===== config.mk =====
export PLATFORM = sky130hd
export DESIGN_NAME = apb_master_arbiter
export DESIGN_NICKNAME = d
export VERILOG_FILES = /design/src/rtl/apb_master_arbiter.sv
export SDC_FILE = /design/constraint.sdc
export NUM_CORES = 1
export LEC_CHECK = 0
export ABC_AREA = 1
export CAP_MARGIN = 20
export CORE_MARGIN = 4
export CORE_UTILIZATION = 40
export DETAILED_ROUTE_END_ITERATION = 10
export GPL_TIMING_DRIVEN = 0
export PLACE_DENSITY_LB_ADDON = 0.08
export SLEW_MARGIN = 0
export SYNTH_ARGS = -nofsm -noshare
export SYNTH_HDL_FRONTEND = slang
export SYNTH_SLANG_ARGS = --single-unit

===== constraint.sdc =====
create_clock -name clk -period 2.22 [get_ports clk]
set_clock_uncertainty 0.15 [all_clocks]
set_input_delay 0.333 -clock clk [delete_from_list [all_inputs] [get_ports clk]]
set_output_delay 0.333 -clock clk [all_outputs]
set_load 0.05 [all_outputs]

===== src/rtl/apb_master_arbiter.sv =====
// apb_master_arbiter
// Round-robin arbiter that shares one APB master port among NUM_REQ internal
// requesters. Sequences the IDLE/SETUP/ACCESS phases, aborts a transfer whose
// slave keeps pready low for too long, and returns read data and error status
// to the requester that owned the bus. Every output is driven from a register.
module apb_master_arbiter #(
    parameter int NUM_REQ    = 2,
    parameter int ADDR_WIDTH = 32,
    parameter int DATA_WIDTH = 32,
    parameter int STRB_WIDTH = 4,
    parameter int TIMEOUT    = 16
) (
    input  logic                          clk,
    input  logic                          rst_n,
    input  logic [NUM_REQ-1:0]            req,
    input  logic [NUM_REQ*ADDR_WIDTH-1:0] req_addr,
    input  logic [NUM_REQ-1:0]            req_write,
    input  logic [NUM_REQ*DATA_WIDTH-1:0] req_wdata,
    input  logic [NUM_REQ*STRB_WIDTH-1:0] req_strobe,
    output logic [NUM_REQ-1:0]            gnt,
    output logic [NUM_REQ-1:0]            done,
    output logic [DATA_WIDTH-1:0]         resp_rdata,
    output logic                          resp_err,
    output logic [ADDR_WIDTH-1:0]         addr,
    output logic                          sel,
    output logic                          enable,
    output logic                          write,
    output logic [DATA_WIDTH-1:0]         wdata,
    output logic [STRB_WIDTH-1:0]         strobe,
    input  logic                          ready,
    input  logic                          slverr,
    input  logic [DATA_WIDTH-1:0]         rdata
);

    localparam int PTR_W = (NUM_REQ > 1) ? $clog2(NUM_REQ) : 1;
    localparam int CNT_W = (TIMEOUT > 0) ? $clog2(TIMEOUT + 1) : 1;
    localparam logic [PTR_W-1:0] PTR_MAX  = PTR_W'(NUM_REQ - 1);
    localparam logic [CNT_W-1:0] CNT_LAST = CNT_W'((TIMEOUT > 0) ? (TIMEOUT - 1) : 0);

    typedef enum logic [1:0] {
        ST_IDLE   = 2'd0,
        ST_SETUP  = 2'd1,
        ST_ACCESS = 2'd2
    } state_t;

    state_t                 state_r, state_s;
    logic [PTR_W-1:0]       ptr_r, ptr_s;
    logic [PTR_W-1:0]       winner_r, winner_s;
    logic [CNT_W-1:0]       cnt_r, cnt_s;
    logic [NUM_REQ-1:0]     gnt_r, gnt_s;
    logic [NUM_REQ-1:0]     done_r, done_s;
    logic [DATA_WIDTH-1:0]  resp_rdata_r, resp_rdata_s;
    logic                   resp_err_r, resp_err_s;
    logic [ADDR_WIDTH-1:0]  addr_r, addr_s;
    logic                   sel_r, sel_s;
    logic                   enable_r, enable_s;
    logic                   write_r, write_s;
    logic [DATA_WIDTH-1:0]  wdata_r, wdata_s;
    logic [STRB_WIDTH-1:0]  strobe_r, strobe_s;

    logic [NUM_REQ-1:0]     eligible_s;
    logic [PTR_W-1:0]       pick_s;
    logic [PTR_W-1:0]       ptr_next_s;
    logic                   timeout_hit_s;

    // First eligible requester found by walking upward from ptr with wrap-around.
    function automatic logic [PTR_W-1:0] rr_pick(input logic [NUM_REQ-1:0] elig,
                                                 input logic [PTR_W-1:0]   ptr);
        logic [PTR_W-1:0] pick;
        logic [PTR_W-1:0] idx;
        logic             found;
        pick  = ptr;
        idx   = ptr;
        found = 1'b0;
        for (int i = 0; i < NUM_REQ; i++) begin
            if (!found && elig[idx]) begin
                pick  = idx;
                found = 1'b1;
            end else begin
                found = found;
            end
            if (idx == PTR_MAX) begin
                idx = '0;
            end else begin
                idx = idx + PTR_W'(1);
            end
        end
        return pick;
    endfunction

    // Next-state and next-output computation for the bus sequencer.
    always_comb begin
        state_s      = state_r;
        ptr_s        = ptr_r;
        winner_s     = winner_r;
        cnt_s        = cnt_r;
        gnt_s        = gnt_r;
        done_s       = '0;
        resp_rdata_s = '0;
        resp_err_s   = 1'b0;
        addr_s       = addr_r;
        sel_s        = sel_r;
        enable_s     = enable_r;
        write_s      = write_r;
        wdata_s      = wdata_r;
        strobe_s     = strobe_r;

        // A requester still seeing its done pulse cannot win again this cycle.
        eligible_s    = req & ~done_r;
        pick_s        = rr_pick(eligible_s, ptr_r);
        ptr_next_s    = (winner_r == PTR_MAX) ? '0 : (winner_r + PTR_W'(1));
        timeout_hit_s = (TIMEOUT > 0) && (cnt_r == CNT_LAST);

        case (state_r)
            ST_IDLE: begin
                if (|eligible_s) begin
                    winner_s         = pick_s;
                    gnt_s            = '0;
                    gnt_s[pick_s]    = 1'b1;
                    addr_s           = req_addr[int'(pick_s)*ADDR_WIDTH +: ADDR_WIDTH];
                    write_s          = req_write[pick_s];
                    wdata_s          = req_wdata[int'(pick_s)*DATA_WIDTH +: DATA_WIDTH];
                    strobe_s         = req_strobe[int'(pick_s)*STRB_WIDTH +: STRB_WIDTH];
                    sel_s            = 1'b1;
                    enable_s         = 1'b0;
                    cnt_s            = '0;
                    state_s          = ST_SETUP;
                end else begin
                    gnt_s    = '0;
                    sel_s    = 1'b0;
                    enable_s = 1'b0;
                end
            end
            ST_SETUP: begin
                enable_s = 1'b1;
                state_s  = ST_ACCESS;
            end
            ST_ACCESS: begin
                if (ready || timeout_hit_s) begin
                    state_s  = ST_IDLE;
                    sel_s    = 1'b0;
                    enable_s = 1'b0;
                    gnt_s    = '0;
                    done_s   = gnt_r;
                    ptr_s    = ptr_next_s;
                    if (ready) begin
                        resp_err_s   = slverr;
                        resp_rdata_s = (!write_r && !slverr) ? rdata : '0;
                    end else begin
                        resp_err_s   = 1'b1;
                        resp_rdata_s = '0;
                    end
                end else begin
                    // Wait-state counter saturates rather than wrapping.
                    cnt_s = (cnt_r == '1) ? cnt_r : (cnt_r + CNT_W'(1));
                end
            end
            default: begin
                state_s  = ST_IDLE;
                sel_s    = 1'b0;
                enable_s = 1'b0;
                gnt_s    = '0;
            end
        endcase
    end

    // State and output registers; asynchronous reset returns everything to idle.
    always_ff @(posedge clk or negedge rst_n) begin
        if (!rst_n) begin
            state_r      <= ST_IDLE;
            ptr_r        <= '0;
            winner_r     <= '0;
            cnt_r        <= '0;
            gnt_r        <= '0;
            done_r       <= '0;
            resp_rdata_r <= '0;
            resp_err_r   <= 1'b0;
            addr_r       <= '0;
            sel_r        <= 1'b0;
            enable_r     <= 1'b0;
            write_r      <= 1'b0;
            wdata_r      <= '0;
            strobe_r     <= '0;
        end else begin
            state_r      <= state_s;
            ptr_r        <= ptr_s;
            winner_r     <= winner_s;
            cnt_r        <= cnt_s;
            gnt_r        <= gnt_s;
            done_r       <= done_s;
            resp_rdata_r <= resp_rdata_s;
            resp_err_r   <= resp_err_s;
            addr_r       <= addr_s;
            sel_r        <= sel_s;
            enable_r     <= enable_s;
            write_r      <= write_s;
            wdata_r      <= wdata_s;
            strobe_r     <= strobe_s;
        end
    end

    assign gnt        = gnt_r;
    assign done       = done_r;
    assign resp_rdata = resp_rdata_r;
    assign resp_err   = resp_err_r;
    assign addr       = addr_r;
    assign sel        = sel_r;
    assign enable     = enable_r;
    assign write      = write_r;
    assign wdata      = wdata_r;
    assign strobe     = strobe_r;

endmodule


=== Word level (Yosys, flattened, before mapping) ===
Index checks and enable logic that the tools add are counted.

* Bits in latches: 0
* Memories kept: 0
* Memory bits (read-only): 0
* Register bits after elaboration: 117
* Input port bits: 176
* RAM bits: 0
* Word-level logic and storage cells: 84

* Equal/unequal tests: 8
* $add $sub $neg: 3
* Shift-type cells: 3
* Multiplexer cells: 34
* Order comparisons: 4
* Bitwise gates (word level): 3
* Div/mod/pow operators: 0
* Multiply operators: 0
* Reductions and logical operators: 15

{| class="wikitable"
|+ Operators with widths
! kind !! number
|-
| $mux W32 || 4
|-
| $shiftx A64 B7 Y32 || 2
|-
| $mux W1 || 16
|-
| $mux W5 || 3
|-
| $pmux W2 S3 || 2
|-
| $mux W2 || 5
|-
| $pmux W5 S2 || 1
|-
| $ne A2 B2 Y1 const B || 4
|-
| $reduce_and A2 Y1 || 4
|-
| $shiftx A8 B4 Y4 || 1
|-
| $lt A1 B2 Y1 const B || 3
|-
| $add A5 B1 Y5 const B || 1
|-
| $eq A5 B4 Y1 const B || 1
|-
| $eq A5 B5 Y1 const B || 1
|-
| $reduce_and A4 Y1 || 1
|-
| $logic_and A1 B1 Y1 || 3
|-
| $logic_not A1 Y1 || 3
|-
| $pmux W1 S3 || 1
|-
| $add A1 B1 Y1 const B || 2
|-
| $and A2 B2 Y2 || 1
|-
| $eq A2 B1 Y1 const B || 1
|-
| $eq A2 B2 Y1 const B || 1
|-
| $logic_not A2 Y1 || 1
|-
| $not A2 Y2 || 1
|-
| other kinds (7) || 7
|}

=== Logic depth before layout (Yosys ltp) ===
* Word-level depth: 14
* Gate-level depth with buffers: 11

=== Worst setup path before layout ===
OpenSTA, ideal clock, no wires.

* Path type: register -> register
* Start point: register cnt_r[0]
* End point: register cnt_r[0]
* Path slack: 0.441 ns
* Arrival time: 1.563 ns
* Cell stages (with the launch flop): 12
* Data required time: 2.005 ns
* Path through: dfrtp_1 -> ha_1 -> nand2_1 -> nor2_1 -> ha_1 -> nor2_1 -> inv_1 -> nand2_1 -> nand2_1 -> nor2_1 -> nand2_1 -> nand2_1

* Word-level cells in the longest chain between the ends: 4

{| class="wikitable"
|+ RTL lines
! what !! RTL line !! text
|-
| start: declaration || 49 || <nowiki>logic [CNT_W-1:0] cnt_r, cnt_s;</nowiki>
|-
| start signal: assignment || 188 || <nowiki>cnt_r <= cnt_s;</nowiki>
|-
| $add A5 B1 Y5 / $eq A5 B4 Y1 (equally long branches) || 155, 112 ||
|-
| $mux W5 / $logic_or A1 B1 Y1 (equally long branches) || 155, 139 ||
|-
| $mux W5 / $ne A2 B2 Y1 (equally long branches) || -- ||
|-
| $pmux W5 S2 / $reduce_and A4 Y1 (equally long branches) || -- ||
|}

Parallel ways exist; a longest one is shown, timed or not. The select of a mux whose other input is x is not followed.
A chain may end at the register's enable or synchronous reset.

=== Worst setup path after layout ===
* Start point: register addr_r[22], in the netlist addr[22]
* End point: output port addr[22]

{| class="wikitable"
|+ RTL lines
! what !! RTL line !! text
|-
| start: declaration || 54 || <nowiki>logic [ADDR_WIDTH-1:0] addr_r, addr_s;</nowiki>
|-
| start signal: assignment || 193 || <nowiki>addr_r <= addr_s;</nowiki>
|-
| end: declaration || 24 || <nowiki>output logic [ADDR_WIDTH-1:0] addr,</nowiki>
|}

No word-level cell between the ends.

==> reports/results.ini <==
[outcome]
status = finished clean

[synth]
syn_inst = 760
synth_flop_cell = dfrtp_1
ys_async_sr_fraction_pct = 100
yosys.area_share.simple_pct = 34.3
syn_area_per_cell_sq_um = 7.56
synth_area_leaders = dfrtp_1 (51%), nand2_1 (16%), nand3_1 (12%)
synth_top_family_by_area = simple AND/OR/NAND/NOR gates
synthTopCellsByCount = nand2_1 (245), inv_1 (149), nand3_1 (143)
synth_cell_types = 17
synth_seq_cells = 117
syn_area_sq_um = 5750
muxShareOfSynthArea_pct = 0
synthAdderAreaFrac_pct = 0.653
synth_most_common_cell = nand2_1
yosys.area.top_type = dfrtp_1
syn-num-nets = 939
synth_compound_area_share_pct = 0.632
yosys_warnings = 0
synth_xor_area_share_pct = 0
yosysSeqAreaShare_pct = 51.0
synth_edf_count = 0
synth_top_area_share_pct = 51.0

[worst_setup_path]
cp.required_ps = 1740
crit_path_start_kind = register
slowest_delay_ps = 830
path_cells = clkdlybuf4s50_1
path_buf_inv = 1
endpoint_kind = primary output
path_depth = 1
worstPathArrival_ps = 1650
cp_top_family = buffers and inverters
crit_path_top_delay_cell = clkdlybuf4s50_1
critPathMaxFanout = 2
worst-r2r-cell-count = 11
path_class = register to primary output

[clocking]
clk_latency_ps = 410
cts_buffer_depth = 2
clock_sinks = 117
path_clk_slew_ps = 50
cts_inserted_buffers = 17
cts_tree = done
cts_max_level = 4
cts_root_buf = clkbuf_16

[drt]
drtIter0Drc = 254
drtAntennaViolNets = 0
wl_mm = 19.0
post-route-drc-count = 0
routed_via_density = 4.64
wl_per_cell_um = 15.2
firstDrtPassIters = 5
vias = 5818

[final_layout]
drive_above_1_share_pct = 5.77
areaGrowthSynthToFinish_pct = 63.3
num_antenna_cells = 0
fin_nets = 1243
design_area_sq_um = 9380

[die]
core-area_sq_um = 14000
die_area_sq_um = 16300
pin_count = 284
die_x_um = 128
fp.dieH_um = 128
rows = 43
initial_core_util_pct = 41.1

[sta]
slew-limit-headroom_pct = 60.9
maxClockFrequency_ghz = 0.470
worst_slew_pin_slew_ps = 585
rsz0062_at_grt = false
period_share_pct = 95.9
finalHoldViolCount = 0
min_period_ps = 2130
setup_viol = 0
slew_viol_final = 0

[pwr]
finalPower_w = 0.0128
vdd_drop_max_uv = 705
cellLeakagePower_nw = 4.85
powerDensity_nw_per_um2 = 1370

[grt]
grt_pass1_wl_mm = 29.3
grt_max_degree = 84
first_global_vias = 5698
antenna_found_initial = 0
overflow = 0
grt_usage_pct = 23.0

[run]
drv_cap = 0

[place]
place_area_sq_um = 8830
dp_hpwl_mm = 14.4
port_buffers = 283
place.gp.congestion = 0.855

[worst_hold_path]
hold_path_class = input port to asynchronous set/reset pin

## per-layer routing
metal | up-vias | wire length, um | GRT usage (%)
met3 | 39 | 1780 | 7.46
met1 | 2631 | 7460 | 26.5
met2 | 239 | 9110 | 39.4
met5 | - | 0 | 0
met4 | 0 | 660 | 9.80
li1 | 2909 | - | -
## state kept, by name (all words and copies together) (netlist names)
name,flops
state_r,2
sel,1
enable,1
done,2
resp_err,1
wdata,32
addr,32
cnt_r,5
strobe,4
resp_rdata,32
ptr_r,1
winner_r,1
gnt,2
write,1
## cell usage in the layout (no fill, tap or decap), types with 3 or more instances in the layout
master	netlist	final
inv_1	149	149
o21ai_0	4	3
clkinv_2	0	4
dfrtp_1	117	117
inv_2	3	3
clkdlybuf4s50_1	0	282
buf_1	8	8
nand2_2	3	3
ha_1	3	3
nand3_1	143	143
buf_2	24	24
nor2_1	15	14
clkbuf_16	0	17
clkbuf_8	0	3
nand2_1	245	245
buf_6	2	3
clkbuf_1	8	13
nor3b_1	33	33
## path summary, 6_finish.rpt
path / startpoint / end / slack [ps]
max in group asynchronous: rst_n / strobe[1] / 960
hold reg to reg: sel / sel / 320
setup / recovery: addr[22] / addr[22] / 90
min in group clk: sel / sel / 320
hold / removal: rst_n / resp_rdata[29] / 240
setup reg to reg: cnt_r[0] / cnt_r[0] / 190
## metrics by stage
stage	setup slack, ps	utilization [%]	hold WS, ps	cells	setup TNS (ps)
after floorplan	441	-	-113	760	0
after global placement	-4050	62.9	306	1223	-472080
after detailed placement	-30.5	63.1	90.7	1224	-282
after CTS	67.2	67.0	237	1255	0
after global routing	8.60	67.1	252	1255	0
final	91.4	67.1	240	1255	0
## power breakdown
group	switching, W	internal (W)
registers	0.000407	0.00290
logic	0.00476	0.00226
clock network	0.000903	0.00160
total	0.00607	0.00676
## cell families after synthesis
kind of cell / Yosys count
and+or+nand+nor: 441
buffers and inverters: 194
DFF: 117
AOI/OAI and AO/OA: 5
adders and majority gates: 3
## area by class of cell
class | count | area (sq um)
well taps | 180 | 225
multi-input cells | 449 | 2050
inverters | 152 | 571
flip-flops and latches | 117 | 2930
clock buffers | 25 | 485
plain buffers | 42 | 203
fillers | 1220 | 4610
repair buffers | 285 | 2870
clock inverters | 5 | 50.0
## timing repair
action	4_1_cts	5_1_grt
hold buffers	1	0
hold endpoints to repair	34	0
resized for setup	0	2
setup buffers	0	0
setup endpoints to repair	0	4
Power figures use the tool's default switching activity.
